`src/rtl/vadd_rr_scheduler.sv`:
```
// rtl/vadd_rr_scheduler.sv - round-robin sharing of one pipelined vector adder among NREQ requesters
// Requester IDs ride a tag pipeline that advances in lockstep with the adder's en.
module vadd_rr_scheduler #(
  parameter int WIDTH   = 8,
  parameter int LANES   = 4,
  parameter int NREQ    = 2,
  parameter int LATENCY = 2,
  parameter int IDW     = 1
) (
  input  logic                          clock,
  input  logic                          reset,
  input  logic [NREQ-1:0]               req_valid,
  output logic [NREQ-1:0]               req_ready,
  input  logic [NREQ*LANES*WIDTH-1:0]   req_a,
  input  logic [NREQ*LANES*WIDTH-1:0]   req_b,
  output logic [LANES*WIDTH-1:0]        add_a,
  output logic [LANES*WIDTH-1:0]        add_b,
  output logic                          add_en,
  input  logic [LANES*WIDTH-1:0]        add_y,
  output logic                          resp_valid,
  input  logic                          resp_ready,
  output logic [IDW-1:0]                resp_id,
  output logic [LANES*WIDTH-1:0]        resp_y,
  output logic                          busy
);

  localparam int VW = LANES * WIDTH;

  logic [LATENCY-1:0] tag_v;
  logic [IDW-1:0]     tag_id [LATENCY];
  logic [IDW-1:0]     ptr;
  logic [IDW-1:0]     gnt_id;
  logic               found;
  logic               adv;
  logic               issue;

  // Only a valid head that the consumer refuses can stall; bubbles drain freely.
  assign adv    = !(tag_v[LATENCY-1] && !resp_ready);
  assign issue  = adv && found && reset;
  assign add_en = adv && reset;

  // First pass covers ptr..NREQ-1, second pass wraps to 0..ptr-1.
  always_comb begin
    found  = 1'b0;
    gnt_id = '0;
    for (int i = 0; i < NREQ; i++) begin
      if (!found && req_valid[i] && (IDW'(i) >= ptr)) begin
        found  = 1'b1;
        gnt_id = IDW'(i);
      end
    end
    for (int i = 0; i < NREQ; i++) begin
      if (!found && req_valid[i]) begin
        found  = 1'b1;
        gnt_id = IDW'(i);
      end
    end
  end

  always_comb begin
    req_ready = '0;
    add_a     = '0;
    add_b     = '0;
    for (int i = 0; i < NREQ; i++) begin
      if (issue && (gnt_id == IDW'(i))) begin
        req_ready[i] = 1'b1;
        add_a        = req_a[i*VW +: VW];
        add_b        = req_b[i*VW +: VW];
      end
    end
  end

  always_ff @(posedge clock) begin
    if (!reset) begin
      tag_v <= '0;
      ptr   <= '0;
      for (int k = 0; k < LATENCY; k++) begin
        tag_id[k] <= '0;
      end
    end else begin
      if (adv) begin
        tag_v[0]  <= issue;
        tag_id[0] <= gnt_id;
        for (int k = 1; k < LATENCY; k++) begin
          tag_v[k]  <= tag_v[k-1];
          tag_id[k] <= tag_id[k-1];
        end
      end
      if (issue) begin
        if (gnt_id == IDW'(NREQ - 1)) begin
          ptr <= '0;
        end else begin
          ptr <= gnt_id + IDW'(1);
        end
      end
    end
  end

  assign resp_valid = tag_v[LATENCY-1] && reset;
  assign resp_id    = reset ? tag_id[LATENCY-1] : '0;
  assign resp_y     = add_y;
  assign busy       = (|tag_v) && reset;

endmodule
```
`config.mk`:
```
export PLATFORM = sky130hd
export DESIGN_NAME = vadd_rr_scheduler
export DESIGN_NICKNAME = d
export VERILOG_FILES = /design/src/rtl/vadd_rr_scheduler.sv
export SDC_FILE = /design/constraint.sdc
export NUM_CORES = 1
export LEC_CHECK = 0
export ABC_AREA = 1
export CORE_AREA = 2 2 102 104
export CTS_BUF_LIST = sky130_fd_sc_hd__clkbuf_2 sky130_fd_sc_hd__clkbuf_4 sky130_fd_sc_hd__clkbuf_8
export CTS_CLUSTER_DIAMETER = 150
export DETAILED_ROUTE_END_ITERATION = 6
export DIE_AREA = 0 0 104 106
export PLACE_DENSITY = 0.61
export RECOVER_POWER = 50
export SLEW_MARGIN = 15
export SYNTH_ARGS = -nofsm -noshare
export SYNTH_HDL_FRONTEND = slang
export SYNTH_SLANG_ARGS = --single-unit
```
`constraint.sdc`:
```
create_clock -name clock -period 1.4 [get_ports clock]
set_input_delay 0.14 -clock clock [delete_from_list [all_inputs] [get_ports clock]]
set_output_delay 0.14 -clock clock [all_outputs]
set_load 0.01 [all_outputs]
```
### Word level (Yosys, flattened, before mapping)

Memories as Yosys holds them, arrays and structs flattened.
Cells that the tools add are included.

* memories kept: 1
* register bits: 3
* input port bits: 165
* memory bits (writable): 2

Memory list
* tag_id: words 2, bits a word 1, read ports 2, clocked after memory_dff 0, write ports 2, line 30 `logic [IDW-1:0] tag_id [LATENCY];`

* add/subtract/negate cells: 1
* mux-type cells: 21
* reductions and logical operators: 19
* order comparisons: 2
* bitwise gates (word level): 3

Operators with widths (number)
* 32-bit 2-to-1 mux: 4
* 1-bit 2-to-1 mux: 17
* 1-bit logical AND: 13
* 1-bit logical NOT: 5
* 1-bit greater-or-equal comparator, first input constant: 2
* 1-bit OR: 2
* 2-bit OR reduction: 1
* 1-bit adder, second input constant: 1
* 1-bit inverter: 1

### Logic depth before layout (Yosys ltp)

* word-level depth: 18
* depth in mapped cells: 9

### Worst setup path before layout

OpenSTA, ideal clock, no wires.

* path kind: reg2out
* from: register ptr
* to: output add_a[0]
* slack: 185 ps
* arrival time: 1075 ps
* cell stages (with the launch flop): 10
* data required time: 1260 ps
* path through: dfxtp_1 -> inv_1 -> nand2_1 -> nand2_1 -> inv_2 -> nor2_1 -> buf_4 -> buf_4 -> nand2_1 -> nand2_1

* word-level cells in the longest chain between the ends: 18
* elaborated cells between the ends (all ways): 24
* classes of those cells: order compare (2); mux (9); bitwise (1); reduce/logical (12)

Ends and longest elaborated chain
* start: declaration: line 31 `logic [IDW-1:0] ptr;`
* start signal: assignment: line 93 `ptr <= gnt_id + IDW'(1);`
* 1-bit greater-or-equal comparator: line 47 `if (!found && req_valid[i] && (IDW'(i) >= ptr)) begin`
* 1-bit logical AND: line 47
* 1-bit 2-to-1 mux: line 47
* 1-bit logical NOT: line 47
* 1-bit logical AND (2 in series): line 47
* 1-bit 2-to-1 mux: line 47
* 1-bit logical NOT: line 53 `if (!found && req_valid[i]) begin`
* 1-bit logical AND: line 53
* 1-bit 2-to-1 mux: line 53
* 1-bit logical NOT: line 53
* 1-bit logical AND: line 53
* 1-bit 2-to-1 mux: line 53
* 1-bit logical AND (2 in series): line 39 `assign issue = adv && found && reset;`
* 1-bit logical AND: line 65 `if (issue && (gnt_id == IDW'(i))) begin`
* 32-bit 2-to-1 mux: line 65
* 32-bit 2-to-1 mux *: line 65
* end: declaration: line 16 `output logic [LANES*WIDTH-1:0] add_a,`

Mark *: on every way between the ends. The rest lies on a longest branch, timed or not.

### Final worst setup path

* from: register tag_v[1]
* to: output add_b[9]

* word-level cells in the longest chain between the ends: 7
* elaborated cells between the ends (all ways): 8
* classes of those cells: mux (2); reduce/logical (6)

Ends and longest elaborated chain
* start: declaration: line 29 `logic [LATENCY-1:0] tag_v;`
* start signal: indexed assignment: line 85 `tag_v[k] <= tag_v[k-1];`
* 1-bit logical AND *: line 38 `assign adv = !(tag_v[LATENCY-1] && !resp_ready);`
* 1-bit logical NOT *: line 38
* 1-bit logical AND * (2 in series): line 39
* 1-bit logical AND: line 65
* 32-bit 2-to-1 mux: line 65
* 32-bit 2-to-1 mux *: line 65
* end: declaration: line 17 `output logic [LANES*WIDTH-1:0] add_b,`

Marks and branches as above.

==> impl_metrics.csv <==
group,metric,value,unit
clock_tree,numCtsBuffers,3,
critical_path,reg2reg_from,"tag_v[1]$_SDFFE_PN0N_",
worst_hold_path,min_path_type,"in -> out",
finish,mostFrequentLayoutCells,"clkdlybuf4s50_1 (129), nand2_1 (114), nand2_2 (68)",
critical_path,cp_num_buf_inv,5,
clock_tree,hold_buffers,0,
synthesis,ys_types,15,
finish,syn_to_final_growth,210,%
die,die_h,106,µm
global_routing,grt_max_degree,18,
clock_tree,clk_latency,0.22,ns
synthesis,netlist.area_leader.share,0.585,
critical_path,crit_fanout,8,
timing,holdWs,0.280,ns
synthesis,synthTopCellsByArea,"nand2_1 (59%), buf_4 (24%), dfxtp_1 (4.6%), edfxtp_1 (4.6%), inv_1 (1.7%)",
critical_path,cpLargestDelayFamily,"buffers and inverters",
synthesis,ys.warnings.count,0,
synthesis,netlist_area,1300,µm²
placement,portBuffers,202,
clock_tree,cts_max_level,1,
finish,final_layout_size_suffix_gt1_frac,0.451,
flow_run,cap_violations,0,
placement,dp_hpwl,5290,µm
timing,period_share,1.19,
critical_path,cp-end-kind,"output port",
worst_hold_path,hold_path_startpoint,"add_y[19]",
pwr,p_sw_frac,0.336,
clock_tree,cts_tree,"yes",
global_routing,grt-ovfl-total,0,
timing,layout_setup_ws,-0.263,ns
critical_path,cp.arrival,1.52,ns
synthesis,synthMuxAreaShare,0,
finish,layout_commonest_cell,"clkdlybuf4s50_1",
detailed_routing,drt_wl_total,8550,µm
critical_path,critPathKind,"reg -> out",
synthesis,synth_xor_xnor_area_share,0,
die,die_area,11000,µm²
timing,period_needed,1.66,ns
global_routing,grt_pass1_vias,2376,
critical_path,critPathMaxStageDelay,0.33,ns
synthesis,syn_inst,271,
die,ios,267,
critical_path,critPathRequiredTime,1.26,ns
synthesis,ys_seq_area_frac,0.0922,
critical_path,crit_path_start_kind,"flop",
pwr,power_leakage,2.12,nW
synthesis,ys_seq_elements,5,
pwr,ir_drop,0.218,mV
synthesis,synth_top_family_by_area,"simple AND/OR/NAND/NOR gates",
detailed_routing,antenna_left,0,
global_routing,antenna_found_initial,0,
synthesis,yosysTopAreaCell,"nand2_1",
synthesis,synthSimpleGateAreaFrac,0.612,
detailed_routing,avgRoutedWirePerCell,13.9,µm
timing,fmax,601,MHz
critical_path,rrSetupSlack,0.29,ns
placement,dpl.cell_count,575,
synthesis,avgSynthCellArea,4.81,µm²
global_routing,grt.total_usage,0.139,
die,row_count,37,
synthesis,synthAdderAreaFrac,0,
critical_path,reg2reg_depth,5,
global_routing,grt_first_pass_wirelength,12300,µm
worst_hold_path,min_to,"resp_y[19]",
finish,post-route-util,0.404,
pwr,power.share.sequential,0.098,
detailed_routing,via_per_inst,3.81,
timing,slew_headroom,0.866,
pwr,clkPwrFrac,0.167,
outcome,violations,"setup timing",
critical_path,worstSetupStartpoint,"tag_v[1]$_SDFFE_PN0N_",
clock_tree,clk_pin_slew,0.04,ns
die,coreArea,10000,µm²
timing,finalSetupViolCount,66,
finish,num_antenna_cells,0,
clock_tree,cts_buffer_depth,2,
detailed_routing,drtPass1Iterations,6,
pwr,p_switching,0.585,mW
die,die_width,104,µm
pwr,p_comb_frac,0.735,
finish,nNetsFinal,647,
die,start_util,0.130,
critical_path,slowest_stage,"dfxtp_2",
detailed_routing,drc_errors,0,
pwr,powerDensity,430,nW/µm²
finish,fin_cells,617,
clock_tree,cts_sinks,5,
outcome,outcome,"finished, violations left",
detailed_routing,drtIter0Drc,65,
timing,tns,-12.58,ns
timing,timing_hold_violations_final,0,
worst_hold_path,min_path_cells,0,
critical_path,timing.rr.end,"tag_id[0][0]$_SDFFCE_PN0P_",
pwr,internal_power,1.15,mW
critical_path,cp_cell_sequence,"nand2_4 > nand3_4 > nor2_4 > buf_6 > buf_12 > buf_12 > buf_6 > nand2_2 > nand2_1 > buf_2",
synthesis,synth_fp_nets,436,
timing,rsz0062_at_grt,"true",
placement,gp_congestion,0.756,
clock_tree,cts_root_buffer,"clkbuf_8",
timing,drv_slew,0,
detailed_routing,vias,2350,
timing,skew,0.000361,ns
synthesis,synth-compound-area-share,0.0115,
timing,worstMarginPinSlew,0.201,ns
## final cells by class
| type | instances | area, µm² |
|---|---|---|
| Multi-Input combinational cell | 212 | 1160 |
| Fill cell | 1035 | 5960 |
| Sequential cell | 5 | 123 |
| Tap cell | 136 | 170 |
| Timing Repair Buffer | 252 | 2510 |
| Clock buffer | 4 | 48.8 |
| Inverter | 8 | 30.0 |
## logic make-up after synthesis
group,Yosys count
buffers and inverters,54
AND/OR/NAND/NOR,209
flip-flops,5
AO/OA/AOI/OAI,3
## repair_timing
action	CTS	global route
buffers inserted	34	2
setup endpoints to repair	70	66
pin swaps	12	46
gates cloned	9	2
resized for setup	317	121
## per-stage QoR
stage / cell area (µm²) / setup WS [ns] / total power [mW]
2_1_floorplan: 1300 / 0.185 / 0.557
3_3_place_gp: 3310 / -0.725 / 1.19
3_5_place_dp: 3310 / -0.735 / 1.19
4_1_cts: 3780 / -0.385 / 1.67
5_1_grt: 4040 / -0.354 / 1.85
6_report: 4040 / -0.263 / 1.74
## metal layers
metal	vias up	track usage	wire length (µm)
met5	-	0	0
met4	0	0.0212	40
met1	1023	0.154	3280
li1	1188	-	-
met3	6	0.0533	771
met2	133	0.257	4460
## synth_stat cells (all sizes together)
library cell  count
dfxtp             3
clkbuf            2
edfxtp            2
o21ai             1
nor2              3
inv               8
nand2           203
buf              44
a21oi             2
and3              1
nand3             2
## worst max path at each step
stage / endpoint / slack, ns / depth (start not counted)
finish: add_b[9] / -0.26 / 10
global placement: add_b[0] / -0.73 / 9
detailed placement: add_a[31] / -0.74 / 9
CTS: add_b[23] / -0.39 / 12
global route: add_b[23] / -0.35 / 11
floorplan: add_a[0] / 0.19 / 9
## power groups by stage
stage                     clock network (mW)  logic [mW]  registers, mW
after floorplan                            0       0.387          0.169
after global placement                     0        1.02          0.169
after detailed placement                   0        1.02          0.170
after CTS                              0.301        1.20          0.170
after global routing                   0.309        1.37          0.173
final                                  0.290        1.28          0.171
## flip-flops by register name, summed over array words and instances, names as in the netlist
register and flops:
tag_v 2, tag_id 2, ptr 1
No activity file was read; power rests on OpenSTA's default activity.
==> RTL change (config.mk and constraints unchanged) <==
Set the parameter `LATENCY` to 4 (it was 2).
--- a/src/rtl/vadd_rr_scheduler.sv
+++ b/src/rtl/vadd_rr_scheduler.sv
@@ -6,3 +6,3 @@
   parameter int NREQ    = 2,
-  parameter int LATENCY = 2,
+  parameter int LATENCY = 4,
   parameter int IDW     = 1
Function: changed (a bounded check fails within 4 cycles, from zero or initial values and one cycle with reset low).
==> RTL change against the original RTL <==
- the run still ends with negative setup slack left
- design area grew 1.5%
- utilization is 0.59 points higher
- critical path depth is 1 higher
- total power is 4.8% higher
- setup slack got worse by 0.083 ns
- area after synthesis rose by 28%
- sequential cell count increased by 4
- routed wire length is 5.7% lower
- clock power rose by 11%
- largest power group unchanged
- highest routed layer unchanged
==> RTL change: results (changes against the original RTL) <==
status finished with violations; violated checks negative setup slack; met1 Use GR 15.0% (-0.36 points); Leak 2.12 nW (about the same); Final setup viols 66 (unchanged); Synth Area in Compound Gates 31.9% (+31 points); EDFF count, synth 1 (-1); Synth top area share 21.1% (-37 points); crit path from ptr; DRT met1 WL 3050 um (-6.8%); # nets final 648 (+0.15%); fin area 0.00410 mm2 (+1.5%); Net Sw Frac 34.1% (+0.45 points); met2 wire len 4190 um (-6.0%); vias 2,425 (+3.2%); 1st-iter DRT viols 49 (-25%); Syn Inst Count 285 (+5.2%); Net Count, Synth 450 (+3.2%); total power draw 1.82 mW (+4.8%); register area share after synthesis 11.4% (+2.2 points); TNS Setup -18.61 ns (-6.03 ns); pin count of the biggest net entering global routing 27 (+9); first-pass GRT wire length 12,600 um (+2.4%); Top Registers tag_id x4, tag_v x4, ptr x1; worst-path fanout max 6 (-2); reg2reg path depth 9 (+4); DP Worst Slack -0.783 ns (-0.0475 ns); post-CTS sizing 365 (+15%); non-filler cells, final 618 (+0.16%); skew final 0.00343 ns (+0.00307 ns); CP Data Arrival Time 1.61 ns (+0.09 ns); DR WL/cell 13.1 um (-5.8%); grt met3 use 4.48% (-0.86 points); dpl cells 591 (+2.8%); RR Endpoint ptr; WL met3 674 um (-13%); CP endpoint add_a[23]; vias in the first global route 2,590 (+9.0%); post-placement cell area 0.00368 mm2 (+11%); combinational power share 66.9% (-6.6 points); mux share of post-synthesis cell area 0% (unchanged); Rel. slew slack 82.0% (-4.6 points); I/O Buffers 202 (unchanged); Post-DP HPWL 5530 um (+4.4%); Fill cells 1,051 (+1.5%); drt first pass iters 4 (-2); GR Util met2 26.2% (+0.47 points); setup slack, reg-to-reg 0.08 ns (-0.21 ns); final worst setup slack -0.346 ns (-0.0826 ns); reg2reg start tag_v[3]; Power Clock 321 uW (+11%); top post-synthesis cells by area o21ai_2 21%, inv_1 17%, nand2_1 16%, buf_4 16%, dfxtp_1 9.6%; postcts setup bufs 17 (-50%)
==> RTL change: changes by cell type after synthesis, sizes merged, moves of 2 or more <==
| cell | before | now |
|---|---|---|
| dfxtp | 3 | 8 |
| a21oi | 2 | 4 |
| inv | 8 | 78 |
| o21ai | 1 | 65 |
| o22ai | 0 | 5 |
| nand2 | 203 | 73 |
==> RTL change: how the worst min path moves through the flow <==
stage	slack, ns	startpoint	to	cells after the start
2_1_floorplan	0.28	reset	ptr	2
3_3_place_gp	0.28	add_y[12]	resp_y[12]	0
3_5_place_dp	0.28	add_y[12]	resp_y[12]	0
4_1_cts	0.28	add_y[12]	resp_y[12]	0
5_1_grt	0.28	add_y[2]	resp_y[2]	0
6_report	0.28	add_y[5]	resp_y[5]	0
==> RTL change: area by class of cell <==
type / count / share of cell area, %
Timing Repair Buffer: 239 / 55.5
Clock buffer: 4 / 1.19
Tap cell: 136 / 4.15
Sequential cell: 9 / 4.70
Multi-Input combinational cell: 152 / 27.3
Inverter: 78 / 7.20
